[src/rtl/class_hbkt_cmp_mt.sv]
// Multi-table hash-bucket comparator: signature match, first-free search and an
// in-order result FIFO with credit flow control. CLASS_HBKT_STATS_EN adds pop statistics.
module class_hbkt_cmp_mt #(
  parameter int NUM_TBL    = 2,
  parameter int SLOTS      = 4,
  parameter int SIG_WIDTH  = 16,
  parameter int PTR_WIDTH  = 15,
  parameter int TAG_WIDTH  = 4,
  parameter int FIFO_DEPTH = 8,
  localparam int ENT_W  = 1 + SIG_WIDTH + PTR_WIDTH,
  localparam int BKT_W  = SLOTS * ENT_W,
  localparam int TBL_W  = (NUM_TBL > 1) ? $clog2(NUM_TBL) : 1,
  localparam int SLOT_W = (SLOTS > 1) ? $clog2(SLOTS) : 1
) (
  input  logic                     clk,
  input  logic                     rst_n,
  input  logic                     in_vld,
  output logic                     in_rdy,
  input  logic [SIG_WIDTH-1:0]     in_sig,
  input  logic [TAG_WIDTH-1:0]     in_tag,
  input  logic [NUM_TBL*BKT_W-1:0] in_bkt,
  output logic                     res_vld,
  input  logic                     res_rdy,
  output logic [TAG_WIDTH-1:0]     res_tag,
  output logic                     res_hit,
  output logic                     res_err,
  output logic [PTR_WIDTH-1:0]     res_ptr,
  output logic [TBL_W-1:0]         res_tbl,
  output logic [SLOT_W-1:0]        res_slot,
  output logic                     res_free_vld,
  output logic [TBL_W-1:0]         res_free_tbl,
  output logic [SLOT_W-1:0]        res_free_slot
`ifdef CLASS_HBKT_STATS_EN
  ,
  input  logic                     stat_clr,
  output logic [31:0]              stat_lu_cnt,
  output logic [31:0]              stat_hit_cnt,
  output logic [31:0]              stat_err_cnt
`endif
);

  localparam int NUM_ENT = NUM_TBL * SLOTS;
  localparam int RES_W   = 3 + PTR_WIDTH + 2 * TBL_W + 2 * SLOT_W + TAG_WIDTH;
  localparam int AW      = (FIFO_DEPTH > 1) ? $clog2(FIFO_DEPTH) : 1;
  localparam int CW      = AW + 1;
  localparam int UW      = CW + 2;

  logic                     r_in_rdy;
  logic                     r_res_vld;
  logic                     w_acc;
  logic                     w_push;
  logic                     w_pop;

  logic                     r_s1_vld;
  logic [SIG_WIDTH-1:0]     r_s1_sig;
  logic [TAG_WIDTH-1:0]     r_s1_tag;
  logic [NUM_TBL*BKT_W-1:0] r_s1_bkt;

  logic [NUM_ENT-1:0]       w_match;
  logic [NUM_ENT-1:0]       w_free;

  logic                     r_s2_vld;
  logic [TAG_WIDTH-1:0]     r_s2_tag;
  logic [NUM_ENT-1:0]       r_s2_match;
  logic [NUM_ENT-1:0]       r_s2_free;
  logic [PTR_WIDTH-1:0]     r_s2_ptr [NUM_ENT];

  logic                     w_hit;
  logic                     w_err;
  logic [PTR_WIDTH-1:0]     w_ptr;
  logic [TBL_W-1:0]         w_tbl;
  logic [SLOT_W-1:0]        w_slot;
  logic                     w_fvld;
  logic [TBL_W-1:0]         w_ftbl;
  logic [SLOT_W-1:0]        w_fslot;
  logic [RES_W-1:0]         w_res;

  logic [RES_W-1:0]         r_mem [FIFO_DEPTH];
  logic [AW-1:0]            r_wr_ptr;
  logic [AW-1:0]            r_rd_ptr;
  logic [CW-1:0]            r_cnt;
  logic [CW-1:0]            w_cnt_nxt;
  logic [UW-1:0]            w_used_nxt;
  logic [RES_W-1:0]         w_head;

  assign w_acc  = in_vld & r_in_rdy;
  assign w_push = r_s2_vld;
  assign w_pop  = r_res_vld & res_rdy;

  // Pipeline stage valid flags
  always_ff @(posedge clk or negedge rst_n) begin
    if (!rst_n) begin
      r_s1_vld <= 1'b0;
      r_s2_vld <= 1'b0;
    end else begin
      r_s1_vld <= w_acc;
      r_s2_vld <= r_s1_vld;
    end
  end

  // S1 payload capture on accept
  always_ff @(posedge clk) begin
    if (w_acc) begin
      r_s1_sig <= in_sig;
      r_s1_tag <= in_tag;
      r_s1_bkt <= in_bkt;
    end
  end

  // Per-slot match and free flags, flat index = table*SLOTS + slot
  always_comb begin
    w_match = '0;
    w_free  = '0;
    for (int i = 0; i < NUM_ENT; i++) begin
      w_free[i]  = ~r_s1_bkt[i*ENT_W + ENT_W - 1];
      w_match[i] = r_s1_bkt[i*ENT_W + ENT_W - 1] &
                   (r_s1_bkt[i*ENT_W + PTR_WIDTH +: SIG_WIDTH] == r_s1_sig);
    end
  end

  // S2 payload capture
  always_ff @(posedge clk) begin
    if (r_s1_vld) begin
      r_s2_tag   <= r_s1_tag;
      r_s2_match <= w_match;
      r_s2_free  <= w_free;
      for (int i = 0; i < NUM_ENT; i++) begin
        r_s2_ptr[i] <= r_s1_bkt[i*ENT_W +: PTR_WIDTH];
      end
    end
  end

  // Scan from the highest index down so the lowest matching/free index is left standing;
  // a match seen while another is already recorded flags the multi-hit error.
  always_comb begin
    w_hit   = 1'b0;
    w_err   = 1'b0;
    w_ptr   = '0;
    w_tbl   = '0;
    w_slot  = '0;
    w_fvld  = 1'b0;
    w_ftbl  = '0;
    w_fslot = '0;
    for (int t = NUM_TBL - 1; t >= 0; t--) begin
      for (int s = SLOTS - 1; s >= 0; s--) begin
        w_err   = w_err | (r_s2_match[t*SLOTS + s] & w_hit);
        w_ptr   = r_s2_match[t*SLOTS + s] ? r_s2_ptr[t*SLOTS + s] : w_ptr;
        w_tbl   = r_s2_match[t*SLOTS + s] ? TBL_W'(t) : w_tbl;
        w_slot  = r_s2_match[t*SLOTS + s] ? SLOT_W'(s) : w_slot;
        w_hit   = w_hit | r_s2_match[t*SLOTS + s];
        w_ftbl  = r_s2_free[t*SLOTS + s] ? TBL_W'(t) : w_ftbl;
        w_fslot = r_s2_free[t*SLOTS + s] ? SLOT_W'(s) : w_fslot;
        w_fvld  = w_fvld | r_s2_free[t*SLOTS + s];
      end
    end
  end

  assign w_res = {w_hit, w_err, w_ptr, w_tbl, w_slot, w_fvld, w_ftbl, w_fslot, r_s2_tag};

  // Result storage write port
  always_ff @(posedge clk) begin
    if (w_push) begin
      r_mem[r_wr_ptr] <= w_res;
    end
  end

  // Next occupancy and credit; credit counts next FIFO fill plus next in-flight stages
  always_comb begin
    if (w_push && !w_pop) begin
      w_cnt_nxt = r_cnt + CW'(1);
    end else if (!w_push && w_pop) begin
      w_cnt_nxt = r_cnt - CW'(1);
    end else begin
      w_cnt_nxt = r_cnt;
    end
    w_used_nxt = UW'(w_cnt_nxt) + UW'(w_acc) + UW'(r_s1_vld);
  end

  // FIFO pointers, occupancy and registered handshake flags
  always_ff @(posedge clk or negedge rst_n) begin
    if (!rst_n) begin
      r_wr_ptr  <= '0;
      r_rd_ptr  <= '0;
      r_cnt     <= '0;
      r_res_vld <= 1'b0;
      r_in_rdy  <= 1'b1;
    end else begin
      if (w_push) begin
        r_wr_ptr <= r_wr_ptr + AW'(1);
      end
      if (w_pop) begin
        r_rd_ptr <= r_rd_ptr + AW'(1);
      end
      r_cnt     <= w_cnt_nxt;
      r_res_vld <= (w_cnt_nxt != '0);
      r_in_rdy  <= (w_used_nxt < UW'(FIFO_DEPTH));
    end
  end

  // Head entry is zeroed when empty so the unreset storage never leaks out
  assign w_head  = r_res_vld ? r_mem[r_rd_ptr] : '0;
  assign {res_hit, res_err, res_ptr, res_tbl, res_slot,
          res_free_vld, res_free_tbl, res_free_slot, res_tag} = w_head;
  assign res_vld = r_res_vld;
  assign in_rdy  = r_in_rdy;

`ifdef CLASS_HBKT_STATS_EN
  logic [31:0] r_lu_cnt;
  logic [31:0] r_hit_cnt;
  logic [31:0] r_err_cnt;

  function automatic logic [31:0] f_sat_inc(input logic [31:0] v, input logic en);
    if (en && (v != 32'hFFFF_FFFF)) begin
      return v + 32'd1;
    end else begin
      return v;
    end
  endfunction

  // Saturating pop statistics; clear wins over a same-cycle increment
  always_ff @(posedge clk or negedge rst_n) begin
    if (!rst_n) begin
      r_lu_cnt  <= 32'd0;
      r_hit_cnt <= 32'd0;
      r_err_cnt <= 32'd0;
    end else if (stat_clr) begin
      r_lu_cnt  <= 32'd0;
      r_hit_cnt <= 32'd0;
      r_err_cnt <= 32'd0;
    end else begin
      r_lu_cnt  <= f_sat_inc(r_lu_cnt, w_pop);
      r_hit_cnt <= f_sat_inc(r_hit_cnt, w_pop & res_hit);
      r_err_cnt <= f_sat_inc(r_err_cnt, w_pop & res_err);
    end
  end

  assign stat_lu_cnt  = r_lu_cnt;
  assign stat_hit_cnt = r_hit_cnt;
  assign stat_err_cnt = r_err_cnt;
`endif

endmodule

[config.mk]
export PLATFORM = sky130hd
export DESIGN_NAME = class_hbkt_cmp_mt
export DESIGN_NICKNAME = d
export VERILOG_FILES = /design/src/rtl/class_hbkt_cmp_mt.sv
export SDC_FILE = /design/constraint.sdc
export NUM_CORES = 1
export LEC_CHECK = 0
export ABC_AREA = 1
export BUFFER_PORTS_ARGS = -buffer_cell sky130_fd_sc_hd__buf_2
export CAP_MARGIN = 10
export CORE_MARGIN = 5
export CORE_UTILIZATION = 35
export DETAILED_ROUTE_END_ITERATION = 6
export PLACE_DENSITY_LB_ADDON = 0.15
export SETUP_SLACK_MARGIN = 0.05
export SYNTH_ARGS = -nofsm -noshare
export SYNTH_HDL_FRONTEND = slang
export SYNTH_SLANG_ARGS = --single-unit
[constraint.sdc]
create_clock -name clk -period 7.1 [get_ports clk]
set_input_delay 1.065 -clock clk [delete_from_list [all_inputs] [get_ports clk]]
set_output_delay 1.065 -clock clk [all_outputs]
set_load 0.1 [all_outputs]
==> summary.md, run 1 <==
| Metric | Value |
|---|---|
| Status | complete, no violations |
| Total of cells resized after clock tree synthesis | 0 |
| Register-to-Register Setup Slack | 4.27 ns |
| Number of failing hold endpoints at the final stage | 0 |
| Post-synthesis cell type with the largest combined area | sky130_fd_sc_hd__edfxtp_1 |
| Finished Cell Area | 30100 um2 |
| Tightest Pin Transition | 1.23 ns |
| Clock Tree Root | sky130_fd_sc_hd__clkbuf_16 |
| Floorplan die area | 77800 um2 |
| Initial Util | 35.3% |
| Row Count | 98 |
| Number of buffers inserted to repair setup after CTS | 0 |
| Min Hold Slack | 0.369 ns |
| Count of flip-flops with a built-in enable after synthesis | 640 |
| Final-stage net count | 2525 |
| Share of layout cells above drive strength 1 | 19.7% |
| Longest Clk Path Bufs | 3 |
| Critical path class | reg -> out |
| Pre-CTS setup slack | 2.80 ns |
| Number of distinct library cells after synthesis | 33 |
| Clk sinks | 654 |
| TritonCTS clock tree | done |
| Clock Skew | 0.0246 ns |
| Port-buffer cells | 309 |
| Count of routing violations after the opening detailed-route iteration | 1040 |
| Simple-gate share of the synthesized area | 11.7% |
| Proportion of power drawn by combinational gates | 28.0% |
| Mapped Area | 25300 um2 |
| Share of the synthesized area in the top cell type | 76.0% |
| Leakage Power | 11.2 nW |
| Vias per inst | 4.74 |
| DP Area | 27800 um2 |
| Count of pins over their slew limit | 0 |
| Startpoint of the lowest-slack register-to-register path | r_s2_match[2]$_DFFE_PP_ |
| Detailed placement HPWL | 42700 um |
| Pin count of the biggest net entering global routing | 160 |
| Asr flop ratio synth | 2.14% |
| Clk slew on worst S/H paths | 0.06 ns |
| Kind of end point of the critical path | output port |
| Unrepaired setup endpoints after global routing | false |
| Die X | 279 um |
| Die Y | 279 um |
| Peak VDD IR | 0.000583 V |
| Total number of vias | 15400 |
| Number of antenna violations at the first check in global routing | 7 |
| Residual overflow from global routing | 0 |
| Warnings from Yosys | 0 |
| Post-placement cell count | 3115 |
| Max-cap viol count | 0 |
| Synthesized net count | 2202 |
| Adder-cell area share of the yosys netlist | 0.247% |
| Internal power | 7.82 mW |
| Final setup viols | 0 |
| Tightest slew margin relative to the limit | 17.9% |
| Power per cell area | 408 nW/um2 |
| Share of synthesized area occupied by flip-flops and latches | 77.3% |
| Share of cell area taken by muxes after synthesis | 0% |
| Final weighted congestion of routability-driven global placement | 0.832 |
| Maximum fanout encountered on the critical timing path | 80 |
| Worst Hold Class | in -> async |
| CTS H-tree depth | 3 |
| Antenna violation net count after detailed routing | 0 |
| Clk pwr share | 29.5% |
| Sw Pwr | 4.46 mW |
| Launch point of the worst path | r_rd_ptr[0]$_DFFE_PN0P_ |
| Core box area | 71600 um2 |
| Total wirelength of the detailed-routed design | 65800 um |
| Number of global-route vias before repair | 15500 |
| Critical path arrival | 3.31 ns |
| Critical Path Source Type | register |
| Xor and xnor fraction of the mapped netlist area | 1.66% |
| Routed wire per std cell | 20.3 um |
| Post-route DRC violation count | 0 |
| Number of top-level design ports | 310 |
| Overall power of the completed layout | 12.3 mW |
| Final worst setup slack | 2.72 ns |
| Dominant combinational cell family by area after synthesis | simple AND/OR/NAND/NOR gates |
| Compound-cell area share of the yosys netlist | 5.99% |
| Wire length of the first global-routing pass | 96700 um |
| Sum of negative setup slack | 0 ns |
| Required time of the worst setup path | 6.03 ns |
| Synthesized instance count | 1917 |
| Final core occ | 42.1% |
| Clock buffer count from CTS | 72 |
| Highest attainable clock frequency | 228 MHz |
| Post-route non-filler standard cell count | 3247 |
| TritonRoute pass-1 iters | 5 |
| Mean area per synthesized cell | 13.2 um2 |
| Sequential cell fraction of total power | 42.5% |
| Post-synth top flop | sky130_fd_sc_hd__edfxtp_1 |
| Insertion delay to the later sink of the worst-skew pair | 0.60 ns |
| Switching share of total power | 36.3% |
| Largest cells by area after synthesis | sky130_fd_sc_hd__edfxtp_1 76%, sky130_fd_sc_hd__nand2_1 5.2%, sky130_fd_sc_hd__nor2_1 5.1% |
| Post-route minimum period | 4.38 ns |
| Number of flip-flops and latches in the synthesized netlist | 654 |
| Tcrit/Tclk final | 61.7% |
| Layout Area Growth over Synthesis | 19.0% |
| Total global routing track utilization | 16.5% |
| Number of buffers inserted by hold repair at cts | 0 |
-- kinds of logic (layout without fill, tap and decap cells) --
group	count (synthesis)	count (layout)
other	0	6
AND/OR/NAND/NOR	761	761
buffers and inverters	176	550
AO/OA/AOI/OAI	273	273
adder cells (fa/ha/maj)	5	5
flip-flops	654	654
XOR/XNOR	48	48
-- path summary, 6_finish.rpt --
| kind | cells past startpoint | end |
|---|---|---|
| worst max-delay path | 6 | res_ptr[7] |
| worst min-delay path | 1 | r_rd_ptr[1]$_DFFE_PN0P_ |
| worst max register to register | 3 | r_mem[4][10]$_DFFE_PP_ |
| worst min register to register | 0 | r_s2_ptr[1][28]$_DFFE_PP_ |
| max in group asynchronous | 1 | in_rdy$_DFF_PN1_ |
| min in group clk | 0 | r_s2_ptr[1][28]$_DFFE_PP_ |
-- Yosys cell counts (6+ instances only) --
library cell	number
sky130_fd_sc_hd__xor2_1	18
sky130_fd_sc_hd__o22ai_1	43
sky130_fd_sc_hd__nor3_1	6
sky130_fd_sc_hd__clkbuf_1	22
sky130_fd_sc_hd__inv_2	8
sky130_fd_sc_hd__a31oi_1	13
sky130_fd_sc_hd__nand2_1	353
sky130_fd_sc_hd__dfrtp_1	13
sky130_fd_sc_hd__nand3_1	47
sky130_fd_sc_hd__nor2_1	342
sky130_fd_sc_hd__o211ai_1	28
sky130_fd_sc_hd__buf_4	6
sky130_fd_sc_hd__buf_2	44
sky130_fd_sc_hd__inv_1	85
sky130_fd_sc_hd__xnor2_1	30
sky130_fd_sc_hd__o21ai_0	114
sky130_fd_sc_hd__edfxtp_1	640
sky130_fd_sc_hd__a21oi_1	31
sky130_fd_sc_hd__o21ai_1	40
-- layout make-up --
class / count / area, um2
clock inverters: 33 / 342
fillers: 6693 / 41500
repair buffers: 329 / 1720
diodes: 6 / 15.0
inverters: 96 / 364
flip-flops and latches: 654 / 19600
well taps: 950 / 1190
multi-input cells: 1087 / 4980
clock buffers: 92 / 1930
-- power by group through the flow --
stage	registers, mW	clock network (mW)	logic [mW]
floorplan	5.29	0	2.66
global placement	5.29	0	3.45
detailed placement	5.30	0	3.48
CTS	5.22	3.74	3.49
global route	5.27	3.89	3.74
finish	5.22	3.63	3.44
-- state kept, by name, summed over array words and instances (netlist names) --
| name | cells |
|---|---|
| r_s1_bkt | 256 |
| r_s1_sig | 16 |
| r_s2_tag | 4 |
| r_wr_ptr | 3 |
| r_mem | 224 |
| r_s2_free | 8 |
| r_s2_match | 8 |
| r_s1_vld | 1 |
| r_s2_ptr | 120 |
| r_rd_ptr | 3 |
| r_s1_tag | 4 |
| res_vld | 1 |
| r_cnt | 4 |
| in_rdy | 1 |
| r_s2_vld | 1 |
-- cell usage in the layout, fill, tap and decap left out, types with 17 or more instances in the layout --
master and instances:
sky130_fd_sc_hd__a21oi_1 31, sky130_fd_sc_hd__buf_2 309, sky130_fd_sc_hd__buf_4 18, sky130_fd_sc_hd__clkbuf_1 17, sky130_fd_sc_hd__clkbuf_16 74, sky130_fd_sc_hd__clkinv_1 17
sky130_fd_sc_hd__edfxtp_1 640, sky130_fd_sc_hd__inv_1 84, sky130_fd_sc_hd__nand2_1 353, sky130_fd_sc_hd__nand3_1 47, sky130_fd_sc_hd__nor2_1 334, sky130_fd_sc_hd__o211ai_1 28
sky130_fd_sc_hd__o21ai_0 114, sky130_fd_sc_hd__o21ai_1 40, sky130_fd_sc_hd__o22ai_1 43, sky130_fd_sc_hd__xnor2_1 30, sky130_fd_sc_hd__xor2_1 18
-- metal layers --
layer  share of wire (%)  global-route usage, %  vias up  wire length, um
met2                  50                   27.9      414            32700
met4                 2.4                   5.82        2             1550
met1                  43                   21.5     7489            28500
met5               0.017                      0        -               11
met3                 4.5                   2.99       85             2970
li1                    -                      -     7392                -
-- worst max-delay path, cell delays in order (launching register included) --
cell	delay [ns]
sky130_fd_sc_hd__dfrtp_2	0.75
sky130_fd_sc_hd__buf_4	0.75
sky130_fd_sc_hd__o21ai_0	0.20
sky130_fd_sc_hd__o22ai_1	0.20
sky130_fd_sc_hd__nor2_1	0.05
sky130_fd_sc_hd__nor2_1	0.26
sky130_fd_sc_hd__buf_2	0.48
(Power assumes the default switching activity.)
==> inputs of run 2 (changes only) <==
==> constraint.sdc (replaced) <==
create_clock -name clk -period 3.6 [get_ports clk]
set_input_delay 0.54 -clock clk [delete_from_list [all_inputs] [get_ports clk]]
set_output_delay 0.54 -clock clk [all_outputs]
set_load 0.1 [all_outputs]
==> summary.md, run 2 (same netlist as run 1, synthesis figures left out) <==
| Metric | Value |
|---|---|
| Count of cells along the worst hold path | 1 |
| Antenna violation net count after detailed routing | 0 |
| Layout Area Growth over Synthesis | 21.5% |
| Register containing the most flip-flops in the final layout | r_s1_bkt |
| Sum of negative setup slack | 0 ns |
| Max-cap viol count | 0 |
| Number of antenna violations at the first check in global routing | 10 |
| Clk slew on worst S/H paths | 0.06 ns |
| Worst Min Path Start | in_bkt[42] |
| Number of buffers inserted to repair setup after CTS | 0 |
| Overall power of the completed layout | 25.5 mW |
| Depth of the most critical reg-to-reg path | 4 |
| Highest attainable clock frequency | 297 MHz |
| Total of cells resized after clock tree synthesis | 0 |
| Leakage Power | 11.4 nW |
| Detailed placement HPWL | 43200 um |
| Die X | 279 um |
| Vias per inst | 4.72 |
| Final setup viols | 0 |
| Clock buffer count from CTS | 73 |
| Post-route minimum period | 3.37 ns |
| Pin count of the biggest net entering global routing | 119 |
| Final-stage net count | 2536 |
| Tightest slew margin relative to the limit | 35.1% |
| Register-to-Register Setup Slack | 1.06 ns |
| Worst Hold Class | in -> reg |
| Clk sinks | 654 |
| Residual overflow from global routing | 0 |
| Power per cell area | 831 nW/um2 |
| Clock Tree Root | sky130_fd_sc_hd__clkbuf_16 |
| Critical path class | reg -> out |
| Filler cell count | 6638 |
| Unrepaired setup endpoints after global routing | false |
| Largest register FFs | 256 |
| Initial Util | 35.3% |
| Number of buffers inserted by hold repair at cts | 1 |
| Post-route DRC violation count | 0 |
| Maximum fanout encountered on the critical timing path | 83 |
| Min Hold Slack | 0.112 ns |
| Startpoint of the lowest-slack register-to-register path | r_s2_match[5]$_DFFE_PP_ |
| Peak VDD IR | 0.000978 V |
| Longest Clk Path Bufs | 3 |
| Number of global-route vias before repair | 15900 |
| Endpoint of the worst register-to-register path | r_mem[2][8]$_DFFE_PP_ |
| Tcrit/Tclk final | 93.6% |
| Insertion delay to the later sink of the worst-skew pair | 0.61 ns |
| Core box area | 71600 um2 |
| Floorplan die area | 77800 um2 |
| Row Count | 98 |
| Number of failing hold endpoints at the final stage | 0 |
| Kind of end point of the critical path | output port |
| Final weighted congestion of routability-driven global placement | 0.828 |
| Leading cell type in the layout, fill and taps excluded | sky130_fd_sc_hd__edfxtp_1 |
| Clock Skew | 0.0218 ns |
| Required time of the worst setup path | 3.06 ns |
| Share of layout cells above drive strength 1 | 20.4% |
| Total global routing track utilization | 16.4% |
| TritonRoute pass-1 iters | 5 |
| Count of routing violations after the opening detailed-route iteration | 1068 |
| CTS H-tree depth | 3 |
| Total number of vias | 15400 |
| DP Area | 28400 um2 |
| Port-buffer cells | 309 |
| Post-route non-filler standard cell count | 3266 |
| Status | complete, no violations |
| TritonCTS clock tree | done |
| Wire length of the first global-routing pass | 97000 um |
| Tightest Pin Transition | 0.973 ns |
| Finished Cell Area | 30700 um2 |
| Critical Path Source Type | register |
| Post-placement cell count | 3125 |
| Number of top-level design ports | 310 |
| Top Registers | r_s1_bkt x256, r_mem x224, r_s2_ptr x120 |
| Most used cells in the layout excluding fill and tap cells | 640 x sky130_fd_sc_hd__edfxtp_1, 352 x sky130_fd_sc_hd__nand2_1, 334 x sky130_fd_sc_hd__nor2_1 |
| Worst Hold End | r_s1_bkt[42]$_DFFE_PP_ |
| Total wirelength of the detailed-routed design | 65400 um |
| Critical path arrival | 2.83 ns |
| Routed wire per std cell | 20.0 um |
| Count of pins over their slew limit | 0 |
| Die Y | 279 um |
run 2: worst max path at each step:
stage,startpoint,end,cells past startpoint
after global routing,r_rd_ptr[1]$_DFFE_PN0P_,res_tbl,6
after detailed placement,r_rd_ptr[1]$_DFFE_PN0P_,res_tbl,6
after floorplan,in_rdy$_DFF_PN1_,r_s1_bkt[0]$_DFFE_PP_,2
after CTS,r_rd_ptr[1]$_DFFE_PN0P_,res_tbl,6
after global placement,r_rd_ptr[1]$_DFFE_PN0P_,res_tbl,6
final,r_rd_ptr[1]$_DFFE_PN0P_,res_tbl,6
run 2: layer usage:
layer | wire [um] | track usage [%]
met3 | 3270 | 3.17
met1 | 28000 | 21.4
met4 | 1740 | 6.09
met5 | 0 | 0
met2 | 32400 | 27.7
run 2: cell type report:
| type | instances | area, um2 | share of cell area, % |
|---|---|---|---|
| multi-input cells | 1087 | 4980 | 16.2 |
| diodes | 9 | 22.5 | 0.0733 |
| repair buffers | 339 | 2260 | 7.34 |
| inverters | 96 | 364 | 1.18 |
| well taps | 950 | 1190 | 3.87 |
| flip-flops and latches | 654 | 19600 | 63.7 |
| clock buffers | 89 | 1930 | 6.27 |
| clock inverters | 42 | 409 | 1.33 |
run 2: critical path: stages, from the launching register on:
cell and delay [ns]:
sky130_fd_sc_hd__dfrtp_2 0.39, sky130_fd_sc_hd__buf_4 0.69, sky130_fd_sc_hd__o21ai_0 0.22, sky130_fd_sc_hd__o22ai_1 0.20, sky130_fd_sc_hd__nor2_1 0.06, sky130_fd_sc_hd__nor2_1 0.42
sky130_fd_sc_hd__buf_12 0.24
run 2: power breakdown:
| part | internal (mW) | total, mW | switching (mW) |
|---|---|---|---|
| combinational | 2.42 | 7.95 | 5.54 |
| clock | 4.26 | 7.24 | 2.97 |
| sequential | 9.74 | 10.4 | 0.618 |
| total | 16.4 | 25.5 | 9.13 |
run 2: through the flow:
| stage | setup WS (ns) | utilization [%] |
|---|---|---|
| 3_3_place_gp | 0.825 | 39.6 |
| 2_1_floorplan | -1.59 | - |
| 3_5_place_dp | 0.847 | 39.6 |
| 4_1_cts | 0.183 | 42.9 |
| 5_1_grt | 0.0694 | 42.9 |
| 6_report | 0.232 | 42.9 |
